===== config.mk =====
export PLATFORM = sky130hd
export DESIGN_NAME = q_frag_readback
export DESIGN_NICKNAME = d
export VERILOG_FILES = /design/src/rtl/q_frag_readback.sv
export SDC_FILE = /design/constraint.sdc
export NUM_CORES = 1
export LEC_CHECK = 0
export ABC_AREA = 0
export BUFFER_PORTS_ARGS = -buffer_cell sky130_fd_sc_hd__buf_2
export CORE_MARGIN = 1.5
export CORE_UTILIZATION = 40
export CTS_CLUSTER_DIAMETER = 200
export CTS_CLUSTER_SIZE = 10
export DETAILED_ROUTE_END_ITERATION = 16
export REMOVE_ABC_BUFFERS = 1
export SETUP_SLACK_MARGIN = 0.4
export SKIP_LAST_GASP = 1
export SLEW_MARGIN = 25
export SYNTH_ARGS = -nofsm -noshare
export SYNTH_HDL_FRONTEND = slang
export SYNTH_SLANG_ARGS = --single-unit

===== constraint.sdc =====
create_clock -name QCK -period 2.2 [get_ports QCK]
set_input_delay 0.11 -clock QCK [delete_from_list [all_inputs] [get_ports QCK]]
set_output_delay 0.11 -clock QCK [all_outputs]
set_load 0.02 [all_outputs]

===== src/rtl/q_frag_readback.sv =====
// q_frag_readback: snapshots a bank of Q_FRAG QZ outputs on request and
// streams the captured bits out LSB first under valid/ready, followed by
// one even-parity beat. The observed flip-flops are never disturbed.
//
// state | meaning
// ------+-------------------------------------------------------------
// IDLE  | no snapshot held; waiting for CAP_REQ
// SHIFT | presenting data beats, one captured bit per accepted beat
// PAR   | presenting the even-parity beat (RB_LAST high)

module q_frag_readback #(
    parameter int WIDTH = 16,
    parameter int CNT_W = 6
) (
    input  logic             QCK,
    input  logic             QRTN,
    input  logic             CAP_REQ,
    input  logic [WIDTH-1:0] QZ_BUS,
    input  logic             RB_RDY,
    input  logic             OVR_CLR,
    output logic             RB_VLD,
    output logic             RB_DO,
    output logic             RB_LAST,
    output logic             BUSY,
    output logic             CAP_ACK,
    output logic             OVR
);

    typedef enum logic [1:0] {
        IDLE  = 2'd0,
        SHIFT = 2'd1,
        PAR   = 2'd2
    } state_t;

    localparam logic [CNT_W-1:0] LAST_BIT = CNT_W'(WIDTH - 1);

    state_t           state;
    logic [WIDTH-1:0] shadow;
    logic [CNT_W-1:0] count;
    logic             parity;

    // Sequencer: capture, shift-out and parity beat, with every visible
    // output registered alongside the state so nothing is decoded from inputs.
    always_ff @(posedge QCK or negedge QRTN) begin
        if (!QRTN) begin
            state   <= IDLE;
            shadow  <= '0;
            count   <= '0;
            parity  <= 1'b0;
            RB_VLD  <= 1'b0;
            RB_DO   <= 1'b0;
            RB_LAST <= 1'b0;
            BUSY    <= 1'b0;
            CAP_ACK <= 1'b0;
        end else begin
            CAP_ACK <= 1'b0;
            case (state)
                IDLE: begin
                    if (CAP_REQ) begin
                        shadow  <= QZ_BUS;
                        parity  <= ^QZ_BUS;
                        count   <= '0;
                        CAP_ACK <= 1'b1;
                        BUSY    <= 1'b1;
                        RB_VLD  <= 1'b1;
                        RB_DO   <= QZ_BUS[0];
                        RB_LAST <= 1'b0;
                        state   <= SHIFT;
                    end
                end
                SHIFT: begin
                    if (RB_RDY) begin
                        shadow <= shadow >> 1;
                        count  <= count + CNT_W'(1);
                        if (count == LAST_BIT) begin
                            RB_DO   <= parity;
                            RB_LAST <= 1'b1;
                            state   <= PAR;
                        end else begin
                            RB_DO <= shadow[1];
                        end
                    end
                end
                PAR: begin
                    if (RB_RDY) begin
                        BUSY    <= 1'b0;
                        RB_VLD  <= 1'b0;
                        RB_DO   <= 1'b0;
                        RB_LAST <= 1'b0;
                        state   <= IDLE;
                    end
                end
                default: begin
                    state <= IDLE;
                end
            endcase
        end
    end

    // Sticky overrun: a request arriving outside IDLE is dropped and flagged;
    // set takes priority over a clear on the same edge.
    always_ff @(posedge QCK or negedge QRTN) begin
        if (!QRTN) begin
            OVR <= 1'b0;
        end else if (CAP_REQ && (state != IDLE)) begin
            OVR <= 1'b1;
        end else if (OVR_CLR) begin
            OVR <= 1'b0;
        end
    end

endmodule


* After elaboration in Yosys (flattened, before gate mapping)
Cells that the tools add are included.
** Cells by class
- Div/mod/pow operators :: 0
- Multiply operators :: 0
- Bitwise gates (word level) :: 0
- Shift operators :: 0
- Add/sub/neg operators :: 1
- Muxes and demuxes :: 26
- Reductions and logical operators :: 14
- Equality and inequality tests :: 7
- Magnitude comparators :: 0
** Operators with widths (number)
- 16-bit 2-to-1 mux :: 2
- 16-bit case mux with 2 select lines :: 1
- 16-bit parity :: 1
- 1-bit 2-to-1 mux :: 12
- 6-bit 2-to-1 mux :: 2
- 6-bit case mux with 2 select lines :: 1
- 2-bit 2-to-1 mux :: 4
- 2-bit inequality test (second input constant) :: 4
- 4-bit AND reduction :: 2
- 2-bit nonzero test :: 4
- 6-bit by 1-bit adder with 6-bit output (second input constant) :: 1
- 6-bit by 4-bit equality test with 1-bit output (second input constant) :: 1
- 1-bit case mux with 3 select lines :: 2
- 2-bit case mux with 3 select lines :: 1
- 3-bit AND reduction :: 2
- 5-bit AND reduction :: 1
- 3-bit nonzero test :: 1
- 2-bit by 1-bit equality test with 1-bit output (second input constant) :: 1
- 2-bit equality test (second input constant) :: 1
- 2-bit zero test :: 1
- 1-bit case mux with 2 select lines :: 1
- 2-bit AND reduction :: 1
- 1-bit logical AND :: 1
** Word-level totals
- Memories :: 0
- Logic and storage cells :: 57
- Latch bits :: 0
- Bits in writable memories :: 0
- Input port bits :: 21
- Register bits :: 30
- ROM bits :: 0
- Output and inout port bits :: 6

* Longest topological paths before layout
Gate-level depths: netlist of run 1.
- Depth after elaboration :: 4
- Gate-level depth with buffers :: 8
- Mapped depth without buffers :: 7

* Worst setup path before layout of run 1
OpenSTA, ideal clock, no wires.
- Kind :: register to register
- Start point :: register state[0]
- End point :: register count[5]
- Path buffers :: 1
- Data arrival time :: 1.727 ns
- Data required time :: 2.122 ns
- Stages on the path, launching flop included :: 9
- Slack :: 0.395 ns
- Clock period less this slack :: 1.805 ns
- Setup time :: 0.078 ns
- Cell sequence :: dfrtp_1 > inv_1 > ha_1 > buf_4 > mux2i_1 > a21oi_4 > nand4_2 > or3_1 > a21oi_1
** Between the ends
- Cells in the longest elaborated chain, start to end :: 3
- Elaborated cells on any way between the ends :: 7
- Classes of those cells :: eq/ne: 3; mux: 1; reduce/logical: 3
** Ends and longest elaborated chain
- start, declared :: RTL line 37 : state_t state;
- start signal, assigned :: RTL line 46 : state <= IDLE;
- start signal, assigned :: RTL line 68 : state <= SHIFT;
- start signal, assigned :: RTL line 78 : state <= PAR;
- 2-bit by 1-bit equality test with 1-bit output or 2-bit zero test (tied branches) :: RTL line 57 : case (state)
- 2-bit inequality test (no line) or 2-bit nonzero test (tied branches)
- 3-bit AND reduction (no line)
- end signal, assigned :: RTL line 74 : count <= count + CNT_W'(1);
- end, declared :: RTL line 39 : logic [CNT_W-1:0] count;
Parallel ways exist; a longest one is shown, timed or not.
A chain may end at the register's enable or synchronous reset.

* Final worst setup path of run 1
- Start point :: register count[1]
- End point :: register RB_DO
** Between the ends
- Cells in the longest elaborated chain, start to end :: 4
** Ends and longest elaborated chain
- 6-bit by 4-bit equality test with 1-bit output :: RTL line 75 : if (count == LAST_BIT) begin
- 1-bit 2-to-1 mux :: RTL line 75
- 1-bit 2-to-1 mux :: RTL line 72 : if (RB_RDY) begin
- 1-bit case mux with 3 select lines :: RTL line 57
- end signal, assigned :: RTL line 66 : RB_DO <= QZ_BUS[0];
- end signal, assigned :: RTL line 76 : RB_DO <= parity;
- end signal, assigned :: RTL line 80 : RB_DO <= shadow[1];
- end, declared :: RTL line 22 : output logic RB_DO,
Every way passes these cells. The select of a mux whose other input is x is not followed.

==> impl_metrics.ini, run 1 <==
[timing]
final_hold_viol_count = 0
period_minus_slack_ns = 1.81
slew_headroom_pct = 56.8
finalSetupViolCount = 0
fin_ws_ns = 0.392
skew_ns = 0.00552
whs_ns = 0.0646
drv_slew = 0
worst_slew_pin_slew_ns = 0.648
finalCritPeriodShare_pct = 82.2
max_freq_mhz = 553
rsz0062_at_grt = true

[pwr]
ir_worst_vdd_mv = 0.670
p_per_area_mw_per_mm2 = 1390
p_total_w = 0.00276
static-leakage-power_nw = 0.883

[placement]
port-buffer-count = 26
dp.cells = 235
dpl.hpwl_um = 2500
gp_congestion = 0.792
place_worst_setup_slack_ns = 0.316

[status]
status = finished, final reports clean

[clock_network]
clock_path_buffers = 2
path_clk_slew_ns = 0.07
numCtsBuffers = 5
root_buffer = clkbuf_8
cts_sinks = 29
clk_latency_ns = 0.29
htree_levels = 2
cts_tree = built

[synth]
postSynthCellCount = 164
syn_area_per_cell_um2 = 9.83
ys_top_cells_by_count = 29 x dfrtp_1, 22 x nor2_1, 18 x a21oi_1
synth_top_area_cell = dfrtp_1
seq_area_frac_synth_pct = 45.0
yosys.cell_types.count = 30
synth_top_cell_area_share_pct = 45.0
yosys-top-cells-area = dfrtp_1 45%, mux2i_1 9.3%, xnor2_1 7.1%, a21oi_1 5.6%, ha_1 5.4%
yosysWarnings = 0
async_flop_share_pct = 100
synth_flop_cell = dfrtp_1
synth_edf_count = 0
synth_seq_cells = 29
netlist_area_mm2 = 0.00161
synth.most_common_cell = dfrtp_1

[setup_path]
cp.required_ns = 2.35
cp_max_fo = 4
crit_type = flip-flop to flip-flop
path_delay_family = simple AND/OR/NAND/NOR gates
cpMaxStageDelayCell = dfrtp_1
critPathArrivalTime_ns = 1.96
worstPathCellList = ha_2, nand4b_1, or2_2, mux2_2, a31oi_1, o21ai_0
critPathMaxStageDelay_ns = 0.41
end_kind = flip-flop
startpoint_type = flip-flop
path_buf_inv = 0
r2r_slack_ns = 0.39

[job]
max_cap_viol_count = 0

[grt]
grt_antenna_before_repair = 0
grt_pass1_vias = 1259
grt_pass1_wl_um = 5660
gr-usage-all-layers_pct = 17.5
grt-ovfl-total = 0
grt_start_max_net_pins = 30

[layout]
final_cell_count_no_fill = 248
fin_nets = 227
num_antenna_cells = 0
fillers = 365
drive_above_1_share_pct = 25.5
syn_to_final_growth_pct = 22.7

[drt]
wl_met2_um = 1640
drtAntennaViolNets = 0
drt_wl_total_um = 3410
top_layer = met4
viasPerCell = 5.04
route.detailed.drc = 0
dr.pass1.iters = 4
wl_per_cell_um = 13.8
wl_met3_um = 164
vias = 1250
first_iter_violations = 43
drt-met1-wl_um = 1550

[min_path]
hp-class = input pin to flip-flop

[floorplanning]
core_mm2 = 0.00377
die_h_um = 66.5
die_area_mm2 = 0.00442
die_w_um = 66.5
start_util_pct = 42.8
rows = 22
io_pins = 27
-- per-stage QoR --
stage / area, um^2 / TNS (ns) / utilization (%)
2_1_floorplan: 1570 / -4.41 / -
3_3_place_gp: 1800 / 0 / 47.7
3_5_place_dp: 1800 / 0 / 47.7
4_1_cts: 1960 / 0 / 51.9
5_1_grt: 1980 / 0 / 52.5
6_report: 1980 / 0 / 52.5
-- final cells by class --
class	instances	area, um^2	area share, %
Timing Repair Buffer	36	210	10.6
Multi-Input combinational cell	119	837	42.3
Tap cell	48	60.1	3.03
Sequential cell	29	726	36.7
Clock buffer	7	86.3	4.36
Inverter	8	30.0	1.52
Clock inverter	1	30.0	1.52
-- report_power, final --
part / switching, W / leakage (nW) / internal, W
clock: 0.000207 / 0.0585 / 0.000369
sequential: 0.000142 / 0.346 / 0.000763
combinational: 0.000712 / 0.479 / 0.000565
-- worst register-to-register path, stage by stage, from the launching register on --
cell and delay, ns:
dfrtp_1 0.41, ha_2 0.24, nand4b_1 0.15, or2_2 0.31, mux2_2 0.27, a31oi_1 0.19, o21ai_0 0.09
-- logic make-up (layout without fill, tap and decap cells) --
group           Yosys count  count (layout)  synth area share (%)
fa+ha+maj                 7               7                  5.43
mux                      16              16                  10.0
flops                    29              29                  45.0
compound gates           37              37                  13.7
buf+inv                  16              52                  4.50
xor+xnor                 18              18                  9.77
simple gates             41              41                  11.6
-- flip-flops by register name, indices dropped and copies added, names as in the netlist --
signal,count
BUSY,1
CAP_ACK,1
OVR,1
RB_DO,1
RB_LAST,1
count,6
parity,1
shadow,15
state,2
-- worst paths after layout --
path	start	endpoint	cells after the start
hold reg to reg	RB_DO	RB_DO	2
hold / removal	QZ_BUS[15]	shadow[15]	3
setup reg to reg	count[1]	RB_DO	6
setup / recovery	count[1]	RB_DO	6
min in group asynchronous	QRTN	OVR	2
max in group asynchronous	QRTN	shadow[13]	2
-- what timing repair did --
action | in CTS | in global routing
hold buffers | 2 | 0
setup buffers | 2 | 1
resized for setup | 3 | 4
cloned | 0 | 0
endpoints found under the setup margin | 4 | 6
endpoints found under the hold margin | 30 | 0
pin swaps | 0 | 0
-- cells in the final DEF (no fill, tap or decap), types with 5 or more instances in the layout --
cell and instances:
dfrtp_1 29, nor2_1 22, a21oi_1 18, clkbuf_8 6, buf_2 26, buf_4 8
mux2i_1 14, inv_1 7, nand2_1 8, o21ai_0 9, xnor2_1 13, xor2_1 5
-- routing by layer --
| metal | track usage, % | up-vias |
|---|---|---|
| met5 | 0 | - |
| met4 | 7.65 | 0 |
| met1 | 20.0 | 588 |
| li1 | - | 624 |
| met2 | 30.0 | 32 |
| met3 | 5.41 | 6 |
Note: power is estimated with default switching activity, not from simulation.
==> inputs of run 2 (changes only) <==
==> constraint.sdc (replaced) <==
create_clock -name QCK -period 1.7 [get_ports QCK]
set_input_delay 0.085 -clock QCK [delete_from_list [all_inputs] [get_ports QCK]]
set_output_delay 0.085 -clock QCK [all_outputs]
set_load 0.02 [all_outputs]
==> run 2 against run 1 <==
Net effect:
- the flow now finishes with violations (negative setup slack)
- clock skew shrank 0.0018 ns
- clock power grew 0.7%
- total power increased by 46%
==> impl_metrics.ini, run 2 (synthesis gave the netlist of run 1 again) <==
[layout]
num_antenna_cells = 0
multi_input_area_um2 = 942
top_regs = shadow (15), count (6), state (2)
largest_reg_flops = 15
fin_area_mm2 = 0.00225
area.sequential_um2 = 726
fillers = 298
drive_above_1_share_pct = 39.5
final_cell_mix = 29 x dfrtp_1, 26 x buf_2, 22 x buf_4, 17 x nor2_1, 16 x a21oi_1
syn_to_final_growth_pct = 39.3
fin_nets = 248
layout_commonest_cell = dfrtp_1
top_register = shadow

[drt]
drtAntennaViolNets = 0
wl_per_cell_um = 13.5
vias = 1349
drt_wl_total_um = 3610
viasPerCell = 5.03
dr.pass1.iters = 4
route.detailed.drc = 0
first_iter_violations = 61

[floorplanning]
io_pins = 27
core_mm2 = 0.00377
start_util_pct = 42.8
die_area_mm2 = 0.00442
die_h_um = 66.5
rows = 22
die_w_um = 66.5

[timing]
finalCritPeriodShare_pct = 101
finalSetupViolCount = 1
fin_ws_ns = -0.0140
worst_slew_pin_slew_ns = 0.673
drv_slew = 0
skew_ns = 0.00375
rsz0062_at_grt = true
slew_headroom_pct = 55.2
final_hold_viol_count = 0
max_freq_mhz = 583
fin_tns_setup_ns = -0.0140
period_minus_slack_ns = 1.71

[clock_network]
clock_path_buffers = 2
path_clk_slew_ns = 0.06
numCtsBuffers = 5
root_buffer = clkbuf_8
cts_tree = built
clk_latency_ns = 0.29
htree_levels = 2
cts_sinks = 29

[grt]
grt_pass1_vias = 1325
grt_start_max_net_pins = 30
gr-usage-all-layers_pct = 17.9
grt_antenna_before_repair = 0
grt-ovfl-total = 0
grt_pass1_wl_um = 5820

[setup_path]
r2r-start = state[0]
rr_endpoint = count[5]
r2r_slack_ns = -0.01
cp.required_ns = 1.92
cp_max_fo = 10
crit_type = flip-flop to flip-flop
critPathArrivalTime_ns = 1.93
end_kind = flip-flop
startpoint_type = flip-flop
reg2reg_depth = 7

[status]
status = finished with violations
violations = negative setup slack

[placement]
gp_congestion = 0.823
placed_area_mm2 = 0.00189
place_worst_setup_slack_ns = -0.0668
port-buffer-count = 26
dpl.hpwl_um = 2370

[min_path]
hp-start = QZ_BUS[15]
hp-class = input pin to flip-flop
hold_depth = 3
whs_endpoint = shadow[15]

[pwr]
static-leakage-power_nw = 1.00
p_per_area_mw_per_mm2 = 1790
ir_worst_vdd_mv = 0.787
p_total_w = 0.00402

[job]
max_cap_viol_count = 0
## run 2: cell types whose count changed in the layout (fill, tap and decap cells not counted), moves of 2 or more
cell,delta
o21ai_1,+4
nor2_4,+2
nor2_1,-5
buf_6,+6
nand2_1,-2
a21oi_1,-2
ha_2,-2
buf_4,+14
ha_1,-2
nor2_2,+3
o21ai_2,+2
o21ai_0,-6
ha_4,+4
a21oi_2,+2
## run 2: worst max-delay path: stages, from the launching register on
cell,delay (ns)
dfrtp_1,0.41
buf_4,0.16
ha_4,0.16
buf_6,0.14
a21oi_4,0.18
nand4_2,0.13
or3_4,0.35
a21oi_2,0.11
## run 2: worst max path at each step
stage,from,end,cells after the start
after floorplan,state[1],count[5],7
after global placement,state[0],count[5],8
after detailed placement,state[0],count[5],8
after CTS,state[1],count[5],8
after global routing,state[0],count[5],7
final,state[0],count[5],7
## run 2: layout make-up
| class | instances | area share, % |
|---|---|---|
| multi-input combinational | 119 | 41.9 |
| tap | 48 | 2.67 |
| timing repair buffer | 57 | 17.9 |
| sequential | 29 | 32.3 |
| inverter | 8 | 1.34 |
| clock buffer | 7 | 3.84 |
## run 2: what timing repair did
item	in CTS	in global routing
hold endpoints to repair	30	0
gates resized for setup	17	26
cloned	0	0
setup endpoints to repair	27	27
pin swaps	6	9
hold buffers	2	0
buffers inserted	8	6
## run 2: per-stage QoR
stage	utilization [%]	cells	hold slack, ns
floorplan	-	156	-0.211
global placement	50.0	245	0.146
detailed placement	50.0	245	0.159
CTS	55.9	262	0.0513
global route	59.6	268	0.0695
finish	59.6	268	0.0689
## run 2: where the power goes
| part | switching, W | internal, W |
|---|---|---|
| clock | 0.000258 | 0.000320 |
| sequential | 0.000181 | 0.000988 |
| combinational | 0.00113 | 0.00114 |
| total | 0.00157 | 0.00245 |
## run 2: layer usage
| metal | part of all wire (%) | up-vias | GRT usage (%) |
|---|---|---|---|
| met1 | 42 | 643 | 20.7 |
| met4 | 1.6 | 0 | 6.89 |
| met2 | 51 | 33 | 30.4 |
| met5 | 0 | - | 0 |
| li1 | - | 667 | - |
| met3 | 5.3 | 6 | 6.08 |
